File: src/rtl/banked_reg_file_pkg.sv
// reg_file_pkg: shared types and default widths for the banked register file
package reg_file_pkg;
  localparam int DW_DEF = 8;
  localparam int AW_DEF = 3;
  typedef enum logic [1:0] {CTX_NOP = 2'd0, CTX_SAVE = 2'd1, CTX_RESTORE = 2'd2, CTX_RSVD = 2'd3} ctx_cmd_e;
  typedef enum logic [1:0] {IDLE = 2'd0, SAVE = 2'd1, RESTORE = 2'd2} ctx_state_e;
endpackage

File: src/rtl/banked_reg_file_if.sv
// banked_reg_file_if: decode/writeback and context-command bus of the register file
interface banked_reg_file_if
  import reg_file_pkg::*;
#(
  parameter int DW = DW_DEF,
  parameter int AW = AW_DEF,
  parameter int RS_AW = 2
);
  logic [RS_AW-1:0] rs;
  logic [AW-1:0] rt;
  logic [AW-1:0] wr_addr;
  logic write_enable;
  logic [DW-1:0] write_data;
  logic cout_write_enable;
  logic [DW-1:0] cout_data;
  logic [DW-1:0] rs_val_o;
  logic [DW-1:0] rt_val_o;
  logic ctx_req;
  logic [1:0] ctx_cmd;
  logic wr_ready;
  logic ctx_busy;
  logic ctx_done;
  logic ctx_err;
  logic shadow_valid;
  modport master (
    output rs, rt, wr_addr, write_enable, write_data, cout_write_enable, cout_data, ctx_req, ctx_cmd,
    input rs_val_o, rt_val_o, wr_ready, ctx_busy, ctx_done, ctx_err, shadow_valid
  );
  modport slave (
    input rs, rt, wr_addr, write_enable, write_data, cout_write_enable, cout_data, ctx_req, ctx_cmd,
    output rs_val_o, rt_val_o, wr_ready, ctx_busy, ctx_done, ctx_err, shadow_valid
  );
endinterface

File: src/rtl/banked_reg_file_ctx_seq.sv
// reg_ctx_seq: context save/restore sequencer walking every register once per command
module reg_ctx_seq
  import reg_file_pkg::*;
#(
  parameter int AW = AW_DEF
) (
  input  logic clk,
  input  logic reset,
  input  logic ctx_req,
  input  logic [1:0] ctx_cmd,
  output logic ctx_busy,
  output logic ctx_done,
  output logic ctx_err,
  output logic shadow_valid,
  output logic copy_en,
  output logic copy_dir,
  output logic [AW-1:0] copy_idx
);
  ctx_state_e r_state, w_next;
  ctx_cmd_e w_cmd;
  logic [AW-1:0] r_idx;
  logic r_done, r_err, r_sv, w_err, w_last;
  assign w_cmd = ctx_cmd_e'(ctx_cmd);
  assign w_last = &r_idx;
  always_comb begin
    w_next = r_state;
    w_err = 1'b0;
    case (r_state)
      IDLE:
        if (ctx_req) begin
          if (w_cmd == CTX_SAVE) w_next = SAVE;
          else if (w_cmd == CTX_RESTORE && r_sv) w_next = RESTORE;
          else w_err = w_cmd != CTX_NOP;
        end
      default: w_next = w_last ? IDLE : r_state;
    endcase
  end
  always_ff @(posedge clk) begin
    if (reset) begin
      r_state <= IDLE;
      r_idx <= '0;
      r_done <= 1'b0;
      r_err <= 1'b0;
      r_sv <= 1'b0;
    end else begin
      r_state <= w_next;
      r_idx <= (r_state != IDLE) ? r_idx + 1'b1 : '0;
      r_done <= (r_state != IDLE) && w_last;
      r_err <= w_err;
      if (r_state == SAVE && w_last) r_sv <= 1'b1;
    end
  end
  assign ctx_busy = r_state != IDLE;
  assign ctx_done = r_done;
  assign ctx_err = r_err;
  assign shadow_valid = r_sv;
  assign copy_en = r_state != IDLE;
  assign copy_dir = r_state == RESTORE;
  assign copy_idx = r_idx;
endmodule

File: src/rtl/banked_reg_file.sv
// banked_reg_file: register file with COUT port, write forwarding and a shadow bank for context switches
module banked_reg_file
  import reg_file_pkg::*;
#(
  parameter int DW = DW_DEF,
  parameter int AW = AW_DEF,
  parameter int RS_AW = 2,
  parameter int COUT_IDX = 2**AW - 1,
  parameter bit BYPASS = 1'b1
) (
  input logic clk,
  input logic reset,
  banked_reg_file_if.slave bus
);
  localparam int DEPTH = 2**AW;
  localparam logic [AW-1:0] W_COUT = AW'(COUT_IDX);
  logic [DW-1:0] r_rf [DEPTH];
  logic [DW-1:0] r_shadow [DEPTH];
  logic w_busy, w_we, w_cwe, w_copy_en, w_copy_dir;
  logic [AW-1:0] w_copy_idx, w_rs;
  reg_ctx_seq #(.AW(AW)) u_seq (
    .clk(clk),
    .reset(reset),
    .ctx_req(bus.ctx_req),
    .ctx_cmd(bus.ctx_cmd),
    .ctx_busy(w_busy),
    .ctx_done(bus.ctx_done),
    .ctx_err(bus.ctx_err),
    .shadow_valid(bus.shadow_valid),
    .copy_en(w_copy_en),
    .copy_dir(w_copy_dir),
    .copy_idx(w_copy_idx)
  );
  assign bus.ctx_busy = w_busy;
  assign bus.wr_ready = !w_busy;
  assign w_we = bus.write_enable && !w_busy;
  assign w_cwe = bus.cout_write_enable && !w_busy;
  assign w_rs = AW'(bus.rs);
  assign bus.rs_val_o = (BYPASS && w_cwe && w_rs == W_COUT) ? bus.cout_data :
                        (BYPASS && w_we && w_rs == bus.wr_addr) ? bus.write_data : r_rf[w_rs];
  assign bus.rt_val_o = (BYPASS && w_cwe && bus.rt == W_COUT) ? bus.cout_data :
                        (BYPASS && w_we && bus.rt == bus.wr_addr) ? bus.write_data : r_rf[bus.rt];
  // copies and architectural writes never coincide since writes need !busy; COUT is last so it wins
  always_ff @(posedge clk) begin
    if (reset) begin
      for (int i = 0; i < DEPTH; i++) begin
        r_rf[i] <= '0;
        r_shadow[i] <= '0;
      end
    end else begin
      if (w_copy_en && !w_copy_dir) r_shadow[w_copy_idx] <= r_rf[w_copy_idx];
      if (w_copy_en && w_copy_dir) r_rf[w_copy_idx] <= r_shadow[w_copy_idx];
      if (w_we) r_rf[bus.wr_addr] <= bus.write_data;
      if (w_cwe) r_rf[W_COUT] <= bus.cout_data;
    end
  end
endmodule

File: src/flat_wrapper.sv
// flat-port wrapper written by rule: the top's interface ports become plain ports
module banked_reg_file_flat import reg_file_pkg::*;
#(
  parameter int DW = DW_DEF,
  parameter int AW = AW_DEF,
  parameter int RS_AW = 2,
  parameter int COUT_IDX = 2**AW - 1,
  parameter bit BYPASS = 1'b1
)
  (clk, reset, bus_rs, bus_rt, bus_wr_addr, bus_write_enable, bus_write_data, bus_cout_write_enable, bus_cout_data, bus_ctx_req, bus_ctx_cmd, bus_rs_val_o, bus_rt_val_o, bus_wr_ready, bus_ctx_busy, bus_ctx_done, bus_ctx_err, bus_shadow_valid);
  banked_reg_file_if #(.DW(DW), .AW(AW), .RS_AW(RS_AW)) bus_i ();
  input logic clk;
  input logic reset;
  input wire logic [$bits(bus_i.rs)-1:0] bus_rs;
  input wire logic [$bits(bus_i.rt)-1:0] bus_rt;
  input wire logic [$bits(bus_i.wr_addr)-1:0] bus_wr_addr;
  input wire logic [$bits(bus_i.write_enable)-1:0] bus_write_enable;
  input wire logic [$bits(bus_i.write_data)-1:0] bus_write_data;
  input wire logic [$bits(bus_i.cout_write_enable)-1:0] bus_cout_write_enable;
  input wire logic [$bits(bus_i.cout_data)-1:0] bus_cout_data;
  input wire logic [$bits(bus_i.ctx_req)-1:0] bus_ctx_req;
  input wire logic [$bits(bus_i.ctx_cmd)-1:0] bus_ctx_cmd;
  output wire logic [$bits(bus_i.rs_val_o)-1:0] bus_rs_val_o;
  output wire logic [$bits(bus_i.rt_val_o)-1:0] bus_rt_val_o;
  output wire logic [$bits(bus_i.wr_ready)-1:0] bus_wr_ready;
  output wire logic [$bits(bus_i.ctx_busy)-1:0] bus_ctx_busy;
  output wire logic [$bits(bus_i.ctx_done)-1:0] bus_ctx_done;
  output wire logic [$bits(bus_i.ctx_err)-1:0] bus_ctx_err;
  output wire logic [$bits(bus_i.shadow_valid)-1:0] bus_shadow_valid;
  assign bus_i.rs = bus_rs;
  assign bus_i.rt = bus_rt;
  assign bus_i.wr_addr = bus_wr_addr;
  assign bus_i.write_enable = bus_write_enable;
  assign bus_i.write_data = bus_write_data;
  assign bus_i.cout_write_enable = bus_cout_write_enable;
  assign bus_i.cout_data = bus_cout_data;
  assign bus_i.ctx_req = bus_ctx_req;
  assign bus_i.ctx_cmd = bus_ctx_cmd;
  assign bus_rs_val_o = bus_i.rs_val_o;
  assign bus_rt_val_o = bus_i.rt_val_o;
  assign bus_wr_ready = bus_i.wr_ready;
  assign bus_ctx_busy = bus_i.ctx_busy;
  assign bus_ctx_done = bus_i.ctx_done;
  assign bus_ctx_err = bus_i.ctx_err;
  assign bus_shadow_valid = bus_i.shadow_valid;
  banked_reg_file #(.DW(DW), .AW(AW), .RS_AW(RS_AW), .COUT_IDX(COUT_IDX), .BYPASS(BYPASS)) u_core (.clk(clk), .reset(reset), .bus(bus_i));
endmodule
File: config.mk
export PLATFORM = sky130hd
export DESIGN_NAME = banked_reg_file_flat
export DESIGN_NICKNAME = d
export VERILOG_FILES = /design/src/rtl/banked_reg_file_pkg.sv /design/src/rtl/banked_reg_file_if.sv /design/src/rtl/banked_reg_file_ctx_seq.sv /design/src/rtl/banked_reg_file.sv /design/src/flat_wrapper.sv
export SDC_FILE = /design/constraint.sdc
export NUM_CORES = 1
export LEC_CHECK = 0
export CORE_ASPECT_RATIO = 1.4
export CORE_MARGIN = 1.5
export CORE_UTILIZATION = 50
export CTS_CLUSTER_SIZE = 25
export DETAILED_ROUTE_END_ITERATION = 10
export PLACE_DENSITY = 0.73
export SLEW_MARGIN = 10
export SYNTH_ARGS = -nofsm -noshare
export SYNTH_HDL_FRONTEND = slang
export SYNTH_SLANG_ARGS = --single-unit
File: constraint.sdc
create_clock -name clk -period 3.4 [get_ports clk]
set_clock_uncertainty 0.05 [all_clocks]
set_input_delay 0.68 -clock clk [delete_from_list [all_inputs] [get_ports clk]]
set_output_delay 0.68 -clock clk [all_outputs]
set_load 0.02 [all_outputs]
---- Word level (Yosys, flattened, before mapping) ----
Memory sizes are Yosys's and may differ from the RTL's. A register that Yosys moved wholly into a read port is not among the register bits.
Cells that the tools add are included.
cells by class
  bitwise logic cells ..................... 7
  $add $sub $neg .......................... 1
  $lt $le $gt $ge ......................... 0
  shift operators ......................... 0
  equality and inequality tests ........... 10
  divide/modulo/power cells ............... 0
  multiply operators ...................... 0
  mux-type cells .......................... 34
  reduce and logical (&&, ||, !) cells .... 23
operators by type and width
  cell                 count
  $mux 8               7
  $reduce_or 8->1      3
  $mux 1               17
  $mux 3               5
  $logic_and 1x1->1    10
  $mux 2               5
  $eq 3x3->1 const B   2
  $reduce_and 3->1     2
  $reduce_bool 2->1    3
  $reduce_or 5->1      1
  $eq 2x1->1 const B   2
  $eq 2x2->1 const B   2
  $not 1->1            4
  $add 3x1->3 const B  1
  $eq 2x3->1           1
  $eq 3x3->1           1
  $ne 3x3->1 const B   1
  $and 1x1->1          2
  $logic_not 1->1      2
  $logic_not 2->1      1
  $ne 2x2->1 const B   1
  $reduce_or 2->1      1
  $or 1x1->1           1
storage, ports and cells
  bits of input ports ..................... 31
  output and inout bits ................... 21
  memories ................................ 2
  bits in registers ....................... 8
  RAM bits ................................ 128
  word-level logic and storage cells ...... 82
  bits in latches ......................... 0
  ROM bits ................................ 0
memory list
  memory           depth  width  rd ports  clocked after Yosys merged registers in  write ports  line                   RTL
  u_core.r_rf      8      8      3         1                                        8            banked_reg_file.sv:17  logic [DW-1:0] r_rf [DEPTH];
  u_core.r_shadow  8      8      1         1                                        8            banked_reg_file.sv:18  logic [DW-1:0] r_shadow [DEPTH];

---- Longest topological paths before layout ----
Gate-level depths: netlist (run 1).
  word-level depth ........................ 11
  mapped depth ............................ 8
  gate-level depth less buffers ........... 5

---- Cells and area by module ----
Synthesis (run 1) repeated with hierarchy kept, for this count alone.
second synthesis, totals
  cells, all modules ...................... 637
  area, all modules ....................... 7673.6 um2
modules (own cells, without submodules)
  module           times used  sequential area each (um2)  area each (um2)  cells an instance
  banked_reg_file  1           3843.7                      7332.0           606
  reg_ctx_seq      1           160.2                       341.6            31

---- Worst setup path after synthesis (run 1) ----
Ideal clock, no wire load.
  kind .................................... input port to output port
  from .................................... input port bus_rt[2]
  to ...................................... output port bus_rt_val_o[0]
  data required time ...................... 2.670 ns
  buffers on the path ..................... 2
  slack ................................... 0.387 ns
  stages .................................. 6
  arrival ................................. 2.283 ns
  cells stage by stage .................... buf_2 -> and3_1 -> nand3_1 -> nor2b_1 -> clkbuf_1 -> a221oi_1
between the ends
  word-level cells in the longest chain between the ends .. 4
  elaborated cells between the ends (all ways) .. 7
  classes of those cells .................. eq/ne (2); mux (2); reduce/logical (2); memory (1)
ends and longest elaborated chain
  element                                              line                   RTL
  from (decl)                                          flat_wrapper.sv:15     input wire logic [$bits(bus_i.rt)-1:0] bus_rt;
  branches (longest 3 deep; another with $mem_v2 8x8)  --
  $mux 8 *                                             banked_reg_file.sv:41  assign bus.rt_val_o = (BYPASS && w_cwe && bus.rt == W_COUT) ? bus.cout_data :
  to (decl)                                            flat_wrapper.sv:24     output wire logic [$bits(bus_i.rt_val_o)-1:0] bus_rt_val_o;
Every way passes the cells marked *.

---- Worst setup path in the final report (run 1) ----
  from .................................... input port bus_rt[1]
  to ...................................... output port bus_rt_val_o[2]
The elaborated chain is that of the path after synthesis.

==> impl_metrics.json, run 1 <==
{
  "max-vdd-ir-drop_mv": 0.3627,
  "numPortBuffers": 51,
  "min_path_type": "reg2reg",
  "die_x_um": 104.7,
  "cts_buffers": 17,
  "syn-num-nets": 636,
  "cp_max_fo": 8,
  "worstSetupPathType": "in2out",
  "grt.total_usage": 0.2824,
  "syn_to_final_growth_pct": 22.16,
  "dr_total_vias": 5580,
  "dp_cells": 859,
  "cts_num_sinks": 136,
  "grt_first_pass_wirelength_um": 31960,
  "synth_area_per_cell_sq_um": 12.01,
  "antennaDiodeCount": 0,
  "dieArea_sq_um": 15230,
  "grt_pass1_vias": 5659,
  "worstHoldEndpoint": "u_core.u_seq.shadow_valid",
  "nNetsFinal": 726,
  "max_stage_delay_ps": 460,
  "fin_crit_ps": 3359,
  "p_leak_nw": 3.260,
  "syn_area_sq_um": 7244,
  "min_period_over_period": 0.9878,
  "slowest_stage": "clkdlybuf4s50_1",
  "r2r_slack_ps": 420,
  "drc": 0,
  "hpwl_um": 15590,
  "synth_warnings": 0,
  "antenna_found_initial": 0,
  "r2r_end": "u_core.r_shadow[3][3]",
  "clockRootBuffer": "clkbuf_16",
  "multi_input_area_sq_um": 3008,
  "min_from": "u_core.u_seq.shadow_valid",
  "via_per_inst": 6.270,
  "area.sequential_sq_um": 4005,
  "clkTransAtPathRegs_ps": 50,
  "fmax_mhz": 297.7,
  "synth-edff-count": 128,
  "finalPower_w": 0.004339,
  "wl_um": 20940,
  "synth_cells": 603,
  "io_pins": 52,
  "drtPass1Iterations": 5,
  "fin_cells": 890,
  "ys_types": 60,
  "cp_top_family": "buffers and inverters",
  "htreeDepth": 4,
  "status": "finished, final reports clean",
  "initial_core_util": 0.5160,
  "grt.overflow.total": 0,
  "gp_congestion": 1.042,
  "relSlewSlack": 0.2602,
  "crit_path_cell_trace": "clkdlybuf4s50_1 > xor2_1 > nor2_1 > nand4_1 > and2_1 > a221oi_1 > dlygate4sd2_1",
  "core_area_sq_um": 14040,
  "dp_worst_setup_slack_ps": -250.1,
  "finalMaxSlewViolations": 0,
  "rsz0062_at_grt": "no",
  "clk_path_buf_depth": 2,
  "hold_violations": 0,
  "power.density_nw_per_um2": 490.3,
  "grt_max_degree": 26,
  "drive_above_1_share": 0.2113,
  "wire_per_inst_um": 23.53,
  "critPathArrivalTime_ps": 2630,
  "start_kind": "input pin",
  "cts_tree": "built",
  "drt_first_iter_violations": 515,
  "fin_ws_ps": 41.43,
  "setup_viol": 0,
  "final_common_cell": "nor2_1",
  "route.antenna.remaining_nets": 0,
  "path_buf_inv": 2,
  "ys_seq_area_frac": 0.5527,
  "synth_ff_type": "edfxtp_1",
  "async_reset_ff_frac": 0,
  "clk_latency_ps": 420,
  "die_h_um": 145.4,
  "r2r_start": "u_core.u_seq.copy_idx[2]",
  "critPathCaptureType": "output pin",
  "nFillCells": 1109,
  "crit_required_ps": 2670,
  "maxCapViolations": 0,
  "r2r_cells": 5,
  "final_cell_mix": "nor2_1 (141), edfxtp_1 (128), buf_4 (53)",
  "synth-seq-cells": 136,
  "holdPathStages": 2,
  "tightest_slew_ps": 1107,
  "num_rows": 51
}
[how the worst max path moves through the flow]
stage	from	endpoint	slack [ps]	cells past startpoint
finish	bus_rt[1]	bus_rt_val_o[2]	40	7
global route	bus_rt[1]	bus_rt_val_o[2]	2	7
floorplan	bus_rt[2]	bus_rt_val_o[0]	390	6
detailed placement	bus_rt[1]	bus_rt_val_o[2]	-250	7
global placement	bus_rt[1]	bus_rt_val_o[2]	-250	7
CTS	bus_wr_addr[2]	bus_rs_val_o[4]	3	7
[layer usage]
metal / vias to the layer above / wire length, um / global-route usage
met2: 331 / 10800 / 0.4859
met4: 0 / 935 / 0.1432
li1: 2451 / - / -
met1: 2716 / 7426 / 0.3361
met5: - / 0 / 0
met3: 82 / 1774 / 0.05419
[cell families (layout without fill, tap and decap cells)]
family | Yosys count | after routing | share of synthesized area
AOI/OAI and AO/OA | 98 | 98 | 0.1029
adders and majority gates | 2 | 2 | 0.003454
xor gates and xnor gates | 5 | 5 | 0.006046
and+or+nand+nor | 246 | 246 | 0.1548
muxes | 68 | 68 | 0.1480
DFF | 136 | 136 | 0.5527
buffers and inverters | 48 | 150 | 0.03212
[cell type report]
class                   instances  share of cell area
flip-flops and latches        136              0.4526
multi-input cells             419              0.3399
clock buffers                  18             0.04849
repair buffers                107              0.1075
clock inverters                13             0.02036
well taps                     185             0.02616
inverters                      12            0.005090
[worst register-to-register path, stage by stage (launching register included)]
cell	delay (ps)
dfxtp_1	950
nor2b_1	500
a221oi_1	440
a21oi_1	70
nor2_1	600
nor2_1	90
[cell usage after synthesis, types with 5 or more instances]
cell type	count	area (sq um)
o22ai_1	7	43.79
mux2i_1	28	280.3
mux2_2	9	101.4
clkbuf_1	13	48.80
buf_2	15	75.07
nand2b_1	23	143.9
nor3_1	5	25.02
nand2_1	34	127.6
o21ai_0	16	80.08
dfxtp_1	8	160.2
nor2b_1	8	50.05
edfxtp_1	128	3844
a221oi_1	20	175.2
a22oi_1	11	82.58
inv_1	12	45.04
mux4_2	30	675.7
a21oi_1	9	45.04
nor2_1	141	529.3
nand3_1	7	35.03
o21ai_1	5	25.02
[power by group]
group	switching, W	internal [W]	total [W]
combinational	0.000275	0.000212	0.000487
sequential	0.0000424	0.00190	0.00194
clock	0.000695	0.00122	0.00191
[sequential cells by signal, indices dropped and copies added, names as in the netlist]
register,cells
u_core.r_rf,64
u_core.r_shadow,64
u_core.u_seq.copy_idx,3
u_core.u_seq.ctx_done,1
u_core.u_seq.ctx_err,1
u_core.u_seq.r_state,2
u_core.u_seq.shadow_valid,1
[per-stage QoR]
| step | utilization | hold slack, ps | cell area, sq um | TNS (ps) |
|---|---|---|---|---|
| floorplan | - | 470.0 | 7244 | 0 |
| global placement | 0.5873 | 428.7 | 8245 | -1450 |
| detailed placement | 0.5873 | 431.9 | 8245 | -1737 |
| CTS | 0.6297 | 444.6 | 8840 | 0 |
| global route | 0.6304 | 477.2 | 8850 | 0 |
| finish | 0.6304 | 444.3 | 8850 | 0 |
[timing repair]
item | in CTS | in global routing
endpoints found under the setup margin | 12 | 10
resized for setup | 12 | 14
endpoints found under the hold margin | 0 | 0
buffers inserted | 0 | 0
cloned | 0 | 0
hold buffers | 0 | 0
Note: power is estimated with default switching activity, not from simulation.
==> inputs of run 2 (changes only) <==
- CORE_ASPECT_RATIO: 1.4 -> unset
- TNS_END_PERCENT: unset -> 1
==> run 2 against run 1 <==
  * The run now ends with setup timing left
  * Setup slack lost 58 ps
  * Clock-buffer cell count increased by 7
  * Non-clock buffer count shrank 2
  * Routed wire length is 7.4% higher
  * Via count grew 3.7%
  * Global-route usage is 2.9 points higher
  * Sequential share of layout area decreased by 0.083 points
  * Clock power down 4%
  * Cell area up 0.18%
  * Critical path type unchanged
  * Critical endpoint is now bus_rt_val_o[0]
  * Highest routed layer unchanged
==> impl_metrics.json, run 2 (synthesis results as in run 1) <==
{
  "status": "finished, violations left",
  "violations": "setup timing",
  "nNetsFinal": 724,
  "p_leak_nw": 3.255,
  "fin_cells": 884,
  "power.density_nw_per_um2": 484.1,
  "rsz0062_at_grt": "yes",
  "antenna_found_initial": 0,
  "r2r_end": "u_core.r_shadow[5][3]",
  "hold_violations": 0,
  "post_cts_buffers": 0,
  "fmax_mhz": 292.7,
  "gp_congestion": 0.9562,
  "grt.total_usage": 0.3112,
  "core_area_sq_um": 13990,
  "tns_ps": -21.66,
  "relSlewSlack": 0.2758,
  "route.antenna.remaining_nets": 0,
  "fin_crit_ps": 3416,
  "min_path_type": "reg2reg",
  "htreeDepth": 4,
  "clkTransAtPathRegs_ps": 60,
  "r2r_slack_ps": 500,
  "grt_max_degree": 24,
  "drtPass1Iterations": 5,
  "tightest_slew_ps": 1084,
  "io_pins": 52,
  "clkPwrFrac": 0.429,
  "clk_latency_ps": 420,
  "clockRootBuffer": "clkbuf_16",
  "wl_um": 22490,
  "dr_total_vias": 5785,
  "fin_ws_ps": -16.31,
  "maxCapViolations": 0,
  "power.net_switching_w": 0.001031,
  "num_rows": 43,
  "cts_buffers": 17,
  "hpwl_um": 16330,
  "cts_num_sinks": 136,
  "grt_first_pass_wirelength_um": 33400,
  "via_per_inst": 6.544,
  "die_x_um": 123.4,
  "intPower_w": 0.003261,
  "syn_to_final_growth_pct": 22.38,
  "drc": 0,
  "worstSetupPathType": "in2out",
  "cp_max_fo": 4,
  "wire_per_inst_um": 25.44,
  "holdPathStages": 2,
  "sw_frac_of_total": 0.2402,
  "r2r_cells": 3,
  "grt_pass1_vias": 5677,
  "finalMaxSlewViolations": 0,
  "drive_above_1_share": 0.2116,
  "dp_cells": 852,
  "grt.overflow.total": 0,
  "final_cell_mix": "nor2_1 (141), edfxtp_1 (128), buf_4 (48)",
  "dp_worst_setup_slack_ps": -284.2,
  "initial_core_util": 0.5179,
  "drt_first_iter_violations": 800,
  "setup_viol": 2,
  "dieArea_sq_um": 15220,
  "crit_required_ps": 2670,
  "r2r_start": "u_core.u_seq.copy_idx[2]",
  "power_frac_comb": 0.119,
  "min_period_over_period": 1.005,
  "worstHoldEndpoint": "u_core.u_seq.shadow_valid",
  "share_seq_of_total_power": 0.452,
  "clk_path_buf_depth": 2,
  "die_h_um": 123.4,
  "final_common_cell": "nor2_1",
  "critPathArrivalTime_ps": 2690,
  "critPathCaptureType": "output pin",
  "antennaDiodeCount": 0,
  "start_kind": "input pin",
  "cts_tree": "built",
  "max-vdd-ir-drop_mv": 0.3330,
  "min_from": "u_core.u_seq.shadow_valid",
  "numPortBuffers": 51
}
## run 2: how the worst max path moves through the flow
stage	endpoint	startpoint	slack, ps	cells after the start
after CTS	bus_rt_val_o[0]	bus_rt[0]	-30	7
final	bus_rt_val_o[0]	bus_rt[0]	-20	7
after global placement	bus_rt_val_o[4]	bus_rt[0]	-250	7
after floorplan	bus_rt_val_o[0]	bus_rt[2]	390	6
after global routing	bus_rt_val_o[4]	bus_rt[1]	-110	7
after detailed placement	bus_rt_val_o[4]	bus_rt[0]	-280	7
## run 2: metal layers
layer / up-vias / part of all wire / track usage
li1: 2448 / - / -
met1: 2880 / 0.39 / 0.4167
met2: 389 / 0.47 / 0.4997
met3: 68 / 0.099 / 0.04751
met4: 0 / 0.038 / 0.1509
met5: - / 0 / 0
## run 2: timing repair
action / in CTS / in global routing
endpoints found under the setup margin: 14 / 10
resized for setup: 15 / 11
hold buffers: 0 / 0
## run 2: area by class of cell
type | instances | area (sq um)
clock buffers | 25 | 559.3
clock inverters | 7 | 47.55
fillers | 1084 | 5122
inverters | 12 | 45.04
multi-input cells | 419 | 3012
flip-flops and latches | 136 | 4005
well taps | 180 | 225.2
repair buffers | 105 | 972.2
## run 2: per-stage QoR
| stage | total power [W] | cell area (sq um) | utilization | hold slack (ps) |
|---|---|---|---|---|
| 6_report | 0.004292 | 8866 | 0.6338 | 456.9 |
| 5_1_grt | 0.004411 | 8866 | 0.6338 | 489.8 |
| 4_1_cts | 0.004292 | 8852 | 0.6328 | 454.3 |
| 3_5_place_dp | 0.002488 | 8262 | 0.5906 | 439.8 |
| 3_3_place_gp | 0.002479 | 8262 | 0.5906 | 427.4 |
| 2_1_floorplan | 0.002241 | 7244 | - | 470.0 |
## run 2: power by group through the flow
stage	clock network (W)	logic (W)	registers, W
floorplan	0	0.000291	0.00195
finish	0.00184	0.000509	0.00194
global route	0.00193	0.000537	0.00194
global placement	0	0.000508	0.00197
detailed placement	0	0.000515	0.00197
CTS	0.00185	0.000501	0.00194
## run 2: worst max-delay path, cell delays in order
cell and delay, ps:
clkdlybuf4s50_1 530, buf_4 190, buf_4 140, mux4_2 500, mux2i_2 200, a221oi_1 110
clkdlybuf4s15_1 320
==> inputs of run 3 (changes only) <==
- SETUP_SLACK_MARGIN: unset -> 0.3
==> run 3 against run 2 <==
  * The flow now finishes without violations
  * Sequential cell count unchanged
  * Sequential power about the same
  * Via count down 0.67%
  * Clock power about the same
  * Core utilization down 0.14 points
  * Critical path depth unchanged
  * Hold slack better by 0.73 ps
  * Combinational power about the same
  * Register-to-register slack better by 50 ps
  * First-iteration DRC count up 0.88%
  * Die area unchanged
  * Cell area down 0.23%
  * Critical endpoint is now bus_rt_val_o[6]
  * Largest cell class unchanged
==> impl_metrics.json, run 3 (synthesis results as in run 1) <==
{
  "antenna_found_initial": 0,
  "critPathCaptureType": "output pin",
  "tightest_slew_ps": 1068,
  "clkTransAtPathRegs_ps": 60,
  "drc": 0,
  "r2r_slack_ps": 550,
  "max-vdd-ir-drop_mv": 0.3343,
  "route.antenna.remaining_nets": 0,
  "min_period_over_period": 0.9313,
  "holdPathStages": 2,
  "grt_pass1_vias": 5700,
  "final_cell_mix": "nor2_1 (141), edfxtp_1 (128), buf_4 (47)",
  "die_x_um": 123.4,
  "cts_num_sinks": 136,
  "multi_input_area_sq_um": 3033,
  "start_kind": "input pin",
  "htreeDepth": 4,
  "wire_per_inst_um": 25.39,
  "fin_crit_ps": 3166,
  "syn_to_final_growth_pct": 22.11,
  "fin_ws_ps": 233.7,
  "r2r_cells": 3,
  "maxCapViolations": 0,
  "cp_top_family": "buffers and inverters",
  "grt_max_degree": 24,
  "dp_worst_setup_slack_ps": -284.2,
  "grt.total_usage": 0.3110,
  "final_common_cell": "nor2_1",
  "clk_latency_ps": 420,
  "cts_resized": 30,
  "crit_path_cell_trace": "clkdlybuf4s50_1 > and3_1 > nand3_1 > nor2b_1 > buf_4 > a221oi_1 > clkbuf_2",
  "rsz0062_at_grt": "yes",
  "drt_first_iter_violations": 807,
  "grt.overflow.total": 0,
  "gp_congestion": 0.9562,
  "fmax_mhz": 315.8,
  "slowest_stage": "clkdlybuf4s50_1",
  "hold_violations": 0,
  "via_per_inst": 6.500,
  "finalMaxSlewViolations": 0,
  "worstSetupPathType": "in2out",
  "postPlaceCellArea_sq_um": 8262,
  "cts_tree": "built",
  "antennaDiodeCount": 0,
  "p_leak_nw": 3.236,
  "die_h_um": 123.4,
  "nNetsFinal": 724,
  "drtPass1Iterations": 5,
  "dr_total_vias": 5746,
  "io_pins": 52,
  "max_stage_delay_ps": 530,
  "numPortBuffers": 51,
  "post-route-util": 0.6324,
  "design_area_sq_um": 8846,
  "power.density_nw_per_um2": 485.7,
  "cts_hold_buf": 0,
  "worstHoldEndpoint": "u_core.u_seq.shadow_valid",
  "post_cts_buffers": 0,
  "grt_first_pass_wirelength_um": 33410,
  "r2r_start": "u_core.u_seq.copy_idx[2]",
  "cp_max_fo": 8,
  "wl_um": 22440,
  "crit_required_ps": 2670,
  "cts_buffers": 17,
  "relSlewSlack": 0.2862,
  "dieArea_sq_um": 15220,
  "clockRootBuffer": "clkbuf_16",
  "min_from": "u_core.u_seq.shadow_valid",
  "hpwl_um": 16330,
  "initial_core_util": 0.5179,
  "min_path_type": "reg2reg",
  "r2r_end": "u_core.r_shadow[5][3]",
  "area.sequential_sq_um": 4005,
  "drive_above_1_share": 0.2315,
  "num_rows": 43,
  "status": "finished, final reports clean",
  "clk_path_buf_depth": 2,
  "setup_viol": 0,
  "path_buf_inv": 3,
  "nFillCells": 1087,
  "core_area_sq_um": 13990,
  "critPathArrivalTime_ps": 2440,
  "fin_hold_ws_ps": 457.6
}
run 3: changes by cell type in the layout (fill, tap and decap cells not counted), sizes merged:
| cell | change |
|---|---|
| dlygate4sd2 | -6 |
| buf | +5 |
| clkbuf | +5 |
| clkdlybuf4s15 | -2 |
| clkdlybuf4s50 | -1 |
| dlymetal6s2s | -1 |
run 3: per-layer routing:
metal / track usage / share of wire / up-vias
li1: - / - / 2446
met1: 0.4164 / 0.37 / 2808
met2: 0.4979 / 0.47 / 421
met3: 0.04843 / 0.11 / 71
met4: 0.1523 / 0.041 / 0
met5: 0 / 0 / -
run 3: metrics by stage:
stage / setup TNS, ps / total power [W] / instances
after floorplan: 0 / 0.002241 / 603
after global placement: -1739 / 0.002479 / 852
after detailed placement: -1935 / 0.002488 / 852
after CTS: 0 / 0.004297 / 884
after global routing: 0 / 0.004410 / 884
final: 0 / 0.004297 / 884
run 3: report_power, final:
part / total (W) / internal (W) / switching [W]
Combinational: 0.000507 / 0.000213 / 0.000294
Sequential: 0.00194 / 0.00190 / 0.0000428
Clock: 0.00185 / 0.00115 / 0.000703
run 3: cell type report:
cell class                 instances  share of cell area
multi-input combinational        419              0.3429
clock inverter                     7            0.005375
sequential                       136              0.4528
inverter                          12            0.005092
tap                              180             0.02546
clock buffer                      25             0.06322
timing repair buffer             105              0.1052
run 3: worst max path at each step:
| stage | cells after the start | start | slack [ps] | to |
|---|---|---|---|---|
| floorplan | 6 | bus_rt[2] | 390 | bus_rt_val_o[0] |
| global placement | 7 | bus_rt[0] | -250 | bus_rt_val_o[4] |
| detailed placement | 7 | bus_rt[0] | -280 | bus_rt_val_o[4] |
| CTS | 7 | bus_rt[0] | 50 | bus_rt_val_o[3] |
| global route | 8 | bus_rt[1] | 170 | bus_rt_val_o[1] |
| finish | 7 | bus_rt[2] | 230 | bus_rt_val_o[6] |
run 3: worst min-delay path: stages, from the launching register on:
cell and delay [ps]:
dfxtp_1 350, a31oi_1 50, nor2_1 70
